===== src/rtl/fpu_pkg.sv =====
// Shared encodings for the FP execute pipeline: op codes, div/sqrt FSM states,
// and the per-stage control entry carried from E1 to E3.
package fpu_pkg;
  localparam int FC_W = 3;
  localparam int RN_W = 5;
  localparam int D_W  = 32;

  localparam logic [FC_W-1:0] FC_ADD  = 3'b000;
  localparam logic [FC_W-1:0] FC_SUB  = 3'b001;
  localparam logic [FC_W-1:0] FC_MUL  = 3'b010;
  localparam logic [FC_W-1:0] FC_DIV  = 3'b011;
  localparam logic [FC_W-1:0] FC_SQRT = 3'b100;

  typedef enum logic [1:0] {DS_IDLE, DS_BUSY, DS_DONE} ds_state_e;

  // Control carried per stage: write enable, destination, and the op kind.
  // The kind bits select the E3 result source.
  typedef struct packed {
    logic            w;
    logic [RN_W-1:0] n;
    logic            ar;   // add/sub/mul, result comes from the external datapath
    logic            ds;   // div/sqrt, result comes from the sequencer latch
  } stage_t;

  function automatic logic is_ds(input logic [FC_W-1:0] fc);
    return (fc == FC_DIV) || (fc == FC_SQRT);
  endfunction
endpackage


===== src/rtl/fpu_divsqrt_seq.sv =====
// Div/sqrt sequencer: launches the external core for the op frozen in E1,
// waits for its result with a timeout, and handles flush-driven aborts.
module fpu_divsqrt_seq
  import fpu_pkg::*;
#(
  parameter int DS_TIMEOUT = 64
) (
  input  logic           clk,
  input  logic           rst_n,
  input  logic           e1_ds_i,
  input  logic           flush_i,
  input  logic           ds_done_i,
  input  logic [D_W-1:0] ds_r_i,
  output ds_state_e      state_o,
  output logic           ds_start_o,
  output logic           ds_abort_o,
  output logic           kill_o,
  output logic           stall_o,
  output logic           ds_err_o,
  output logic [D_W-1:0] ds_res_o
);
  localparam int TW = $clog2(DS_TIMEOUT + 1);

  ds_state_e      state_q, state_d;
  logic [TW-1:0]  cnt_q, cnt_d;
  logic           err_q, err_d;
  logic [D_W-1:0] res_q, res_d;
  logic           busy, tmo;

  // Pulses are decoded from the current state so the core sees start/abort in
  // the same cycle the condition exists; flush always outranks a late ds_done.
  always_comb begin
    busy       = (state_q == DS_BUSY);
    tmo        = busy & ~flush_i & ~ds_done_i & (cnt_q == TW'(DS_TIMEOUT - 1));
    ds_start_o = (state_q == DS_IDLE) & e1_ds_i & ~flush_i;
    ds_abort_o = busy & (flush_i | tmo);
    kill_o     = ((state_q == DS_IDLE) & e1_ds_i & flush_i) | ds_abort_o;
    state_d    = state_q;
    cnt_d      = cnt_q;
    err_d      = err_q;
    res_d      = res_q;
    case (state_q)
      DS_IDLE: if (ds_start_o) begin
        state_d = DS_BUSY;
        cnt_d   = '0;
      end
      DS_BUSY: begin
        if (flush_i) state_d = DS_IDLE;
        else if (ds_done_i) begin
          state_d = DS_DONE;
          res_d   = ds_r_i;
        end else if (tmo) begin
          state_d = DS_IDLE;
          err_d   = 1'b1;
        end else cnt_d = cnt_q + TW'(1);
      end
      default: state_d = DS_IDLE;
    endcase
  end

  // Sequencer state, timeout counter, sticky error and result latch.
  always_ff @(posedge clk or negedge rst_n) begin
    if (!rst_n) begin
      state_q <= DS_IDLE;
      cnt_q   <= '0;
      err_q   <= 1'b0;
      res_q   <= '0;
    end else begin
      state_q <= state_d;
      cnt_q   <= cnt_d;
      err_q   <= err_d;
      res_q   <= res_d;
    end
  end

  assign state_o  = state_q;
  assign stall_o  = (state_q == DS_BUSY);
  assign ds_err_o = err_q;
  assign ds_res_o = res_q;
endmodule


===== src/rtl/fpu_exec_pipe_ctrl.sv =====
// FP execute pipeline control: E1/E2/E3 stage registers, operand forwarding
// select, E3 result mux, and hazard feedback to decode.
// Optional feature macro: FPU_STALL_CNT_EN enables the saturating stall counter.
module fpu_exec_pipe_ctrl
  import fpu_pkg::*;
#(
  parameter int DS_TIMEOUT = 64,
  parameter int CNT_W      = 32
) (
  input  logic             clk,
  input  logic             rst_n,
  input  logic             fpu_en,
  input  logic             flush,
  input  logic             fasmds,
  input  logic             wf,
  input  logic [2:0]       fc,
  input  logic [4:0]       fd,
  input  logic [31:0]      qfa,
  input  logic [31:0]      qfb,
  input  logic             fwdfa,
  input  logic             fwdfb,
  output logic [31:0]      e1a,
  output logic [31:0]      e1b,
  output logic [2:0]       e1c,
  input  logic [31:0]      arith_r,
  output logic             ds_start,
  output logic             ds_abort,
  input  logic             ds_done,
  input  logic [31:0]      ds_r,
  output logic [4:0]       e1n,
  output logic [4:0]       e2n,
  output logic [4:0]       e3n,
  output logic             e1w,
  output logic             e2w,
  output logic             e3w,
  output logic [31:0]      e3d,
  output logic             stall_div_sqrt,
  output logic             ds_err,
  output logic [CNT_W-1:0] stall_cnt
);
  stage_t           e1_q, e1_d, e2_q, e2_d, e3_q, e3_d;
  logic [D_W-1:0]   e1a_q, e1a_d, e1b_q, e1b_d, ds_res;
  logic [FC_W-1:0]  e1c_q, e1c_d;
  ds_state_e        ds_state;
  logic             kill, adv, load, new_ds;

  fpu_divsqrt_seq #(.DS_TIMEOUT(DS_TIMEOUT)) u_seq (
    .clk       (clk),
    .rst_n     (rst_n),
    .e1_ds_i   (e1_q.ds),
    .flush_i   (flush),
    .ds_done_i (ds_done),
    .ds_r_i    (ds_r),
    .state_o   (ds_state),
    .ds_start_o(ds_start),
    .ds_abort_o(ds_abort),
    .kill_o    (kill),
    .stall_o   (stall_div_sqrt),
    .ds_err_o  (ds_err),
    .ds_res_o  (ds_res)
  );

  // E1 advances unless it holds a div/sqrt that has not reached DONE; a frozen
  // E1 sends bubbles into E2 while E2->E3 keeps draining.
  always_comb begin
    adv    = ~e1_q.ds | (ds_state == DS_DONE);
    load   = fpu_en & ~flush;
    new_ds = fasmds & is_ds(fc);
    e1_d   = e1_q;
    e1a_d  = e1a_q;
    e1b_d  = e1b_q;
    e1c_d  = e1c_q;
    e2_d   = '0;
    e3_d   = e2_q;
    if (adv) begin
      e2_d  = e1_q;
      e1_d  = '0;
      e1a_d = '0;
      e1b_d = '0;
      e1c_d = '0;
      if (load) begin
        e1_d.w  = wf & fasmds;
        e1_d.n  = fd;
        e1_d.ds = new_ds;
        e1_d.ar = fasmds & ~new_ds;
        e1a_d   = fwdfa ? e3d : qfa;
        e1b_d   = fwdfb ? e3d : qfb;
        e1c_d   = (fc > FC_SQRT) ? FC_ADD : fc;
      end
    end else if (kill) begin
      e1_d  = '0;
      e1a_d = '0;
      e1b_d = '0;
      e1c_d = '0;
    end
  end

  // Stage registers.
  always_ff @(posedge clk or negedge rst_n) begin
    if (!rst_n) begin
      e1_q  <= '0;
      e2_q  <= '0;
      e3_q  <= '0;
      e1a_q <= '0;
      e1b_q <= '0;
      e1c_q <= '0;
    end else begin
      e1_q  <= e1_d;
      e2_q  <= e2_d;
      e3_q  <= e3_d;
      e1a_q <= e1a_d;
      e1b_q <= e1b_d;
      e1c_q <= e1c_d;
    end
  end

  assign e3d = e3_q.ar ? arith_r : (e3_q.ds ? ds_res : '0);
  assign e1a = e1a_q;
  assign e1b = e1b_q;
  assign e1c = e1c_q;
  assign e1n = e1_q.n;
  assign e2n = e2_q.n;
  assign e3n = e3_q.n;
  assign e1w = e1_q.w;
  assign e2w = e2_q.w;
  assign e3w = e3_q.w;

`ifdef FPU_STALL_CNT_EN
  logic [CNT_W-1:0] stall_cnt_q, stall_cnt_d;

  // Count stalled cycles, holding at all-ones.
  always_comb begin
    stall_cnt_d = stall_cnt_q;
    if (stall_div_sqrt && !(&stall_cnt_q)) stall_cnt_d = stall_cnt_q + CNT_W'(1);
  end

  // Stall counter register.
  always_ff @(posedge clk or negedge rst_n) begin
    if (!rst_n) stall_cnt_q <= '0;
    else        stall_cnt_q <= stall_cnt_d;
  end

  assign stall_cnt = stall_cnt_q;
`else
  assign stall_cnt = '0;
`endif
endmodule


===== config.mk =====
export PLATFORM = sky130hd
export DESIGN_NAME = fpu_exec_pipe_ctrl
export DESIGN_NICKNAME = d
export VERILOG_FILES = /design/src/rtl/fpu_pkg.sv /design/src/rtl/fpu_divsqrt_seq.sv /design/src/rtl/fpu_exec_pipe_ctrl.sv
export SDC_FILE = /design/constraint.sdc
export NUM_CORES = 1
export LEC_CHECK = 0
export CAP_MARGIN = 15
export CORE_ASPECT_RATIO = 1.4
export CORE_MARGIN = 10
export CORE_UTILIZATION = 30
export CTS_BUF_LIST = sky130_fd_sc_hd__clkbuf_4 sky130_fd_sc_hd__clkbuf_8
export CTS_CLUSTER_DIAMETER = 200
export CTS_CLUSTER_SIZE = 10
export DETAILED_ROUTE_END_ITERATION = 8
export PLACE_DENSITY = 0.65
export SLEW_MARGIN = 20
export SYNTH_ARGS = -nofsm -noshare
export SYNTH_HDL_FRONTEND = slang
export SYNTH_SLANG_ARGS = --single-unit
export TNS_END_PERCENT = 50

===== constraint.sdc =====
create_clock -name clk -period 2.08 [get_ports clk]
set_input_delay 0.416 -clock clk [delete_from_list [all_inputs] [get_ports clk]]
set_output_delay 0.416 -clock clk [all_outputs]
set_load 0.005 [all_outputs]

* Word level (Yosys, flattened, before mapping) *
Index checks and enable logic that the tools add are counted.
W data, S select, Z words.

cells by class
  bitwise gates (word level) = 18
  $lt $le $gt $ge = 1
  equal/unequal tests = 10
  reduce and logical (&&, ||, !) cells = 8
  multiplexer cells = 27
  add/subtract/negate cells = 1

operator list
  cell                   number
  $mux W32               9
  $mux W8                4
  $mux W7                4
  $pmux W7 S2            1
  $mux W3                4
  $and A1 B1 Y1          11
  $mux W2                4
  $ne A2 B2 Y1 const B   4
  $add A7 B1 Y7 const B  1
  $eq A7 B6 Y1 const B   1
  $reduce_and A5 Y1      1
  $ne A4 B3 Y1 const B   1
  $not A1 Y1             4
  $pmux W2 S2            1
  $reduce_and A4 Y1      1
  $reduce_bool A2 Y1     2
  $eq A3 B2 Y1 const B   1
  $eq A3 B3 Y1 const B   1
  $gt A3 B3 Y1 const B   1
  $or A1 B1 Y1           3
  $reduce_and A3 Y1      1
  $eq A2 B1 Y1 const B   1
  $eq A2 B2 Y1 const B   1
  $logic_not A2 Y1       1
  other kinds (2)        2

word-level totals
  logic and storage cells = 84
  flip-flop bits (word level) = 133

* Depth between registers and ports, before layout *
  depth after elaboration = 9
  gate-level depth with buffers = 7
  depth with buffers taken out = 5

* Cells and area by module *
From an unflattened synthesis, not the netlist that was laid out.

second synthesis, totals
  cell total of the unflattened synthesis = 615
  area, all modules = 6481.2 µm²

modules (own cells, without submodules)
  module              cells each  area each (µm²)  instances
  fpu_exec_pipe_ctrl  497         4739.5           1
  fpu_divsqrt_seq     118         1741.7           1

* Least setup slack after synthesis *
Ideal clock, no wire load.

  kind = register to register
  start point = register u_seq.cnt_q[0]
  end point = register e1a_q[0], in the netlist e1a[0]
  setup slack = 0.377 ns
  required time = 1.959 ns
  period minus slack after synthesis = 1.703 ns
  stages on the path, launching flop included = 8
  library setup time = 0.121 ns
  arrival = 1.582 ns
  path through = dfrtp_1 -> ha_1 -> nand3_2 -> nor3_2 -> o22ai_1 -> buf_2 -> buf_2 -> a22o_1

on the way
  longest elaborated chain between the ends = 6

RTL lines
  what                          RTL line                   source
  start, declared               fpu_divsqrt_seq.sv:25      logic [TW-1:0] cnt_q, cnt_d;
  start signal, assigned        fpu_divsqrt_seq.sv:70      cnt_q <= cnt_d;
  $eq A7 B6 Y1                  fpu_divsqrt_seq.sv:34      tmo = busy & ~flush_i & ~ds_done_i & (cnt_q == TW'(DS_TIMEOUT - 1));
  $and A1 B1 Y1                 fpu_divsqrt_seq.sv:34
  $or A1 B1 Y1                  fpu_divsqrt_seq.sv:36      ds_abort_o = busy & (flush_i | tmo);
  $and A1 B1 Y1                 fpu_divsqrt_seq.sv:36
  $or A1 B1 Y1                  fpu_divsqrt_seq.sv:37      kill_o = ((state_q == DS_IDLE) & e1_ds_i & flush_i) | ds_abort_o;
  $reduce_bool A2 Y1 (no line)  n/a
  end signal, assigned          fpu_exec_pipe_ctrl.sv:104  e1a_q <= '0;
  end signal, assigned          fpu_exec_pipe_ctrl.sv:111  e1a_q <= e1a_d;
  end, declared                 fpu_exec_pipe_ctrl.sv:42   logic [D_W-1:0] e1a_q, e1a_d, e1b_q, e1b_d, ds_res;

Every way passes these cells.
A chain may end at the register's enable or synchronous reset.

* Worst setup path after layout *
  start point = register e3_q[1] in the netlist's numbering
  end point = output e3d[8]

on the way
  longest elaborated chain between the ends = 1

RTL lines
  what                    RTL line                   source
  start, declared         fpu_exec_pipe_ctrl.sv:41   stage_t e1_q, e1_d, e2_q, e2_d, e3_q, e3_d;
  start signal, assigned  fpu_exec_pipe_ctrl.sv:103  e3_q <= '0;
  start signal, assigned  fpu_exec_pipe_ctrl.sv:110  e3_q <= e3_d;
  $mux W32                fpu_exec_pipe_ctrl.sv:117  assign e3d = e3_q.ar ? arith_r : (e3_q.ds ? ds_res : '0);
  end, declared           fpu_exec_pipe_ctrl.sv:36   output logic [31:0] e3d,

Every way passes these cells.

==> results.cfg <==
[critical_path]
worst_r2r_endpoint = e1a[8]$_DFFE_PN0P_
timing.setup.critical_path_class = flop to output pin
r2r_setup_slack_ps = 270
timing.critical_path.cells = nor2b_4 > clkbuf_16 > buf_6 > buf_6 > a22oi_2 > inv_1 > buf_2
cp_data_arrival_time_ps = 1770
cells_on_worst_reg2reg_path = 8
critPathMostFrequentCell = sky130_fd_sc_hd__buf_6
crit_required_ps = 1660
crit_path_end = e3d[8]
reg2reg_from = e3_q[1]$_DFF_PN0_
worst_setup_path_end_kind = output pin
worst_setup_sp = e3_q[1]$_DFF_PN0_
critical-path-slowest-cell = sky130_fd_sc_hd__dfrtp_2
critPathMaxStageDelay_ps = 430
worst_setup_path_start_kind = flop
crit_path_max_fo = 6

[logic_synthesis]
synth_cell_types = 37
post_synth_edffs = 0
yosys_synthesis_warning_count = 0
post_synthesis_cell_type_with_the_largest_combined_area = sky130_fd_sc_hd__dfrtp_1
synth.cell_area_um2 = 6180
synth.ff_latch_count = 133
synthTopCellsByCount = sky130_fd_sc_hd__dfrtp_1 (133), sky130_fd_sc_hd__a22o_1 (72), sky130_fd_sc_hd__a21oi_1 (70)
yosysMostFrequentCell = sky130_fd_sc_hd__dfrtp_1
synthArstFlopShare_pct = 100
most_used_flip_flop_cell_after_synthesis = sky130_fd_sc_hd__dfrtp_1
synth_top_cells_by_area = sky130_fd_sc_hd__dfrtp_1 (54%), sky130_fd_sc_hd__a22o_1 (10%), sky130_fd_sc_hd__mux2_2 (5.8%)
seq_area_frac_synth_pct = 53.9
synth_top_cell_area_share_pct = 53.9
syn-instance-count = 582
mean_post_synth_cell_area_um2 = 10.6

[power_and_ir_drop]
p_int_mw = 6.24
switching_share_pct = 29.6
totalPowerFinal_mw = 8.86
cellPowerDensity_nw_per_um2 = 865
ir_worst_vdd_v = 0.000364
power.combinational.fraction_pct = 31.9
power.share.clock_pct = 28.3
static-leakage-power_nw = 4.83
power_frac_seq_pct = 39.8
power.net_switching_mw = 2.62

[sta]
fin_clk_skew_ps = 14.5
setup_ws_ps = -111
clock.fmax_ghz = 0.456
timing.final.crit_share_pct = 105
setup_tns_ps = -713
hold_viol_final = 0
final_worst_path_period_need_ps = 2190
timing.final.setup_violations = 16
rsz_0062_raised_after_global_routing = yes
slew_violations = 0

[global_routing]
grt_usage_pct = 16.7
initial_antenna_violation_count = 2
first_global_vias = 5917
grt_start_max_net_pins = 69
grt_pass1_wl_mm = 34.8
overflow = 0

[floorplan]
coreArea_um2 = 20400
initial_core_utilization_pct = 30.3
placementRows = 62
design.die.area_um2 = 26800
boundaryPins = 298
chipWidth_um = 141
die_y_um = 190

[routing]
drtIter0Drc = 238
drt-vias-per-instance = 4.76
route.detailed.wl_per_inst_um = 19.9
totalWireLength_mm = 23.4
detail_route.first_pass.iterations = 4
ant_nets = 0
num_vias = 5582
drc = 0

[worst_hold_path]
holdCritPathClass = flop to flop
timing.hold.worst.start = e2_q[0]$_DFF_PN0_

[place]
numPlacedInstances = 1104
postPlaceCellArea_um2 = 9370
dp_hpwl_mm = 17.0
globalplace.congestion = 0.802
io_buffers = 265

[clock_tree]
clock_path_buffers = 2
clock_insertion_delay_worst_skew_ps = 440
root_cell_of_the_clock_tree = sky130_fd_sc_hd__clkbuf_8
clkSlewWorstSetupHoldPaths_ps = 80
cts_num_sinks = 133
cts_tree = done
cts.htree.levels = 4
cts_made_buffers = 17

[final_layout]
fin_area_um2 = 10200
instances_no_fill = 1172
design.final.nets = 1049
antenna-diode-count = 0
share_of_post_route_cells_with_drive_strength_above_1_pct = 25.3
areaGrowthSynthToFinish_pct = 65.8
final_core_util_pct = 50.2

[run_status]
violations = negative setup slack
outcome = finished with violations

[flow_run]
timing.max_cap.violations = 0
## critical path: cells and delay by family (launching register included)
kind / cells / cell delay (ps)
flip-flops: 1 / 430
AND/OR/NAND/NOR: 1 / 280
buffers and inverters: 5 / 570
AO/OA/AOI/OAI: 1 / 70
## placed cells by master, fill, tap and decap left out, types with 3 or more instances in the layout
| cell type | n |
|---|---|
| sky130_fd_sc_hd__clkdlybuf4s50_1 | 227 |
| sky130_fd_sc_hd__dfrtp_1 | 132 |
| sky130_fd_sc_hd__a22o_1 | 72 |
| sky130_fd_sc_hd__a21oi_1 | 69 |
| sky130_fd_sc_hd__nor2_1 | 68 |
| sky130_fd_sc_hd__buf_4 | 66 |
| sky130_fd_sc_hd__inv_1 | 35 |
| sky130_fd_sc_hd__mux2_2 | 32 |
| sky130_fd_sc_hd__conb_1 | 32 |
| sky130_fd_sc_hd__a22oi_2 | 28 |
| sky130_fd_sc_hd__buf_2 | 22 |
| sky130_fd_sc_hd__clkbuf_8 | 20 |
| sky130_fd_sc_hd__buf_12 | 17 |
| sky130_fd_sc_hd__buf_6 | 10 |
| sky130_fd_sc_hd__and2_1 | 7 |
| sky130_fd_sc_hd__nand2_1 | 6 |
| sky130_fd_sc_hd__clkdlybuf4s15_1 | 5 |
| sky130_fd_sc_hd__clkbuf_2 | 5 |
| sky130_fd_sc_hd__nand3_1 | 4 |
| sky130_fd_sc_hd__bufinv_16 | 4 |
| sky130_fd_sc_hd__a22oi_1 | 3 |
| sky130_fd_sc_hd__a32o_1 | 3 |
| sky130_fd_sc_hd__o21ai_0 | 3 |
| sky130_fd_sc_hd__clkinv_4 | 3 |
## flip-flops by register name (all words and copies together), names as in the netlist, 2 cells and up
register / count
e2n: 5
u_seq.ds_res_o: 32
e1n: 5
e2_q: 2
e1a: 32
e3_q: 2
e3n: 5
u_seq.state_o: 2
e1b: 32
e1c: 3
e1_q: 2
u_seq.cnt_q: 7
## per-layer routing
metal | wire [um] | global-route usage, %
met2 | 12200 | 29.1
met4 | 401 | 5.18
met3 | 2360 | 7.58
met1 | 8410 | 17.5
met5 | 20 | 0
## repair_timing
action / CTS / global route
hold buffers: 1 / 0
setup buffers: 12 / 26
endpoints found under the hold margin: 17 / 0
gates cloned: 1 / 1
resized for setup: 83 / 83
pin swaps: 9 / 14
setup endpoints to repair: 35 / 33
## through the flow
step           hold slack [ps]  setup slack (ps)
6_report                   355              -111
5_1_grt                    366              -229
4_1_cts                    339              -408
3_5_place_dp               274              -311
3_3_place_gp               275              -316
2_1_floorplan              120               377
## cells by family after synthesis
group                      count (synthesis)  share of synthesized area [%]
AOI/OAI and AO/OA                        187                           21.5
adders and majority gates                  1                          0.203
buffers and inverters                    126                           10.8
DFF                                      133                           53.9
muxes                                     32                           5.83
other                                      1                         0.0607
and+or+nand+nor                          102                           7.74
## worst min-delay path by stage
| stage | to | slack, ps | depth (start not counted) |
|---|---|---|---|
| 6_report | e3_q[0]$_DFF_PN0_ | 350 | 0 |
| 5_1_grt | u_seq.ds_res_o[13]$_DFFE_PN0P_ | 370 | 2 |
| 4_1_cts | u_seq.ds_res_o[13]$_DFFE_PN0P_ | 340 | 2 |
| 3_5_place_dp | u_seq.ds_res_o[13]$_DFFE_PN0P_ | 270 | 1 |
| 3_3_place_gp | u_seq.ds_res_o[13]$_DFFE_PN0P_ | 280 | 1 |
| 2_1_floorplan | e1_q[0]$_DFFE_PN0P_ | 120 | 0 |
## power by group through the flow
stage | Combinational (mW) | Sequential (mW) | Clock, mW
after floorplan | 1.22 | 3.47 | 0
after global placement | 2.71 | 3.51 | 0
after detailed placement | 2.74 | 3.53 | 0
after CTS | 2.82 | 3.51 | 2.61
after global routing | 3.08 | 3.60 | 2.72
final | 2.83 | 3.53 | 2.51
## area by class of cell
type,count,area (um^2)
clock buffer,22,290
clock inverter,10,170
fill,1877,10200
inverter,37,139
multi-input combinational,354,2480
sequential,133,3330
tap,256,320
timing repair buffer,360,3510
(Power assumes the default switching activity.)
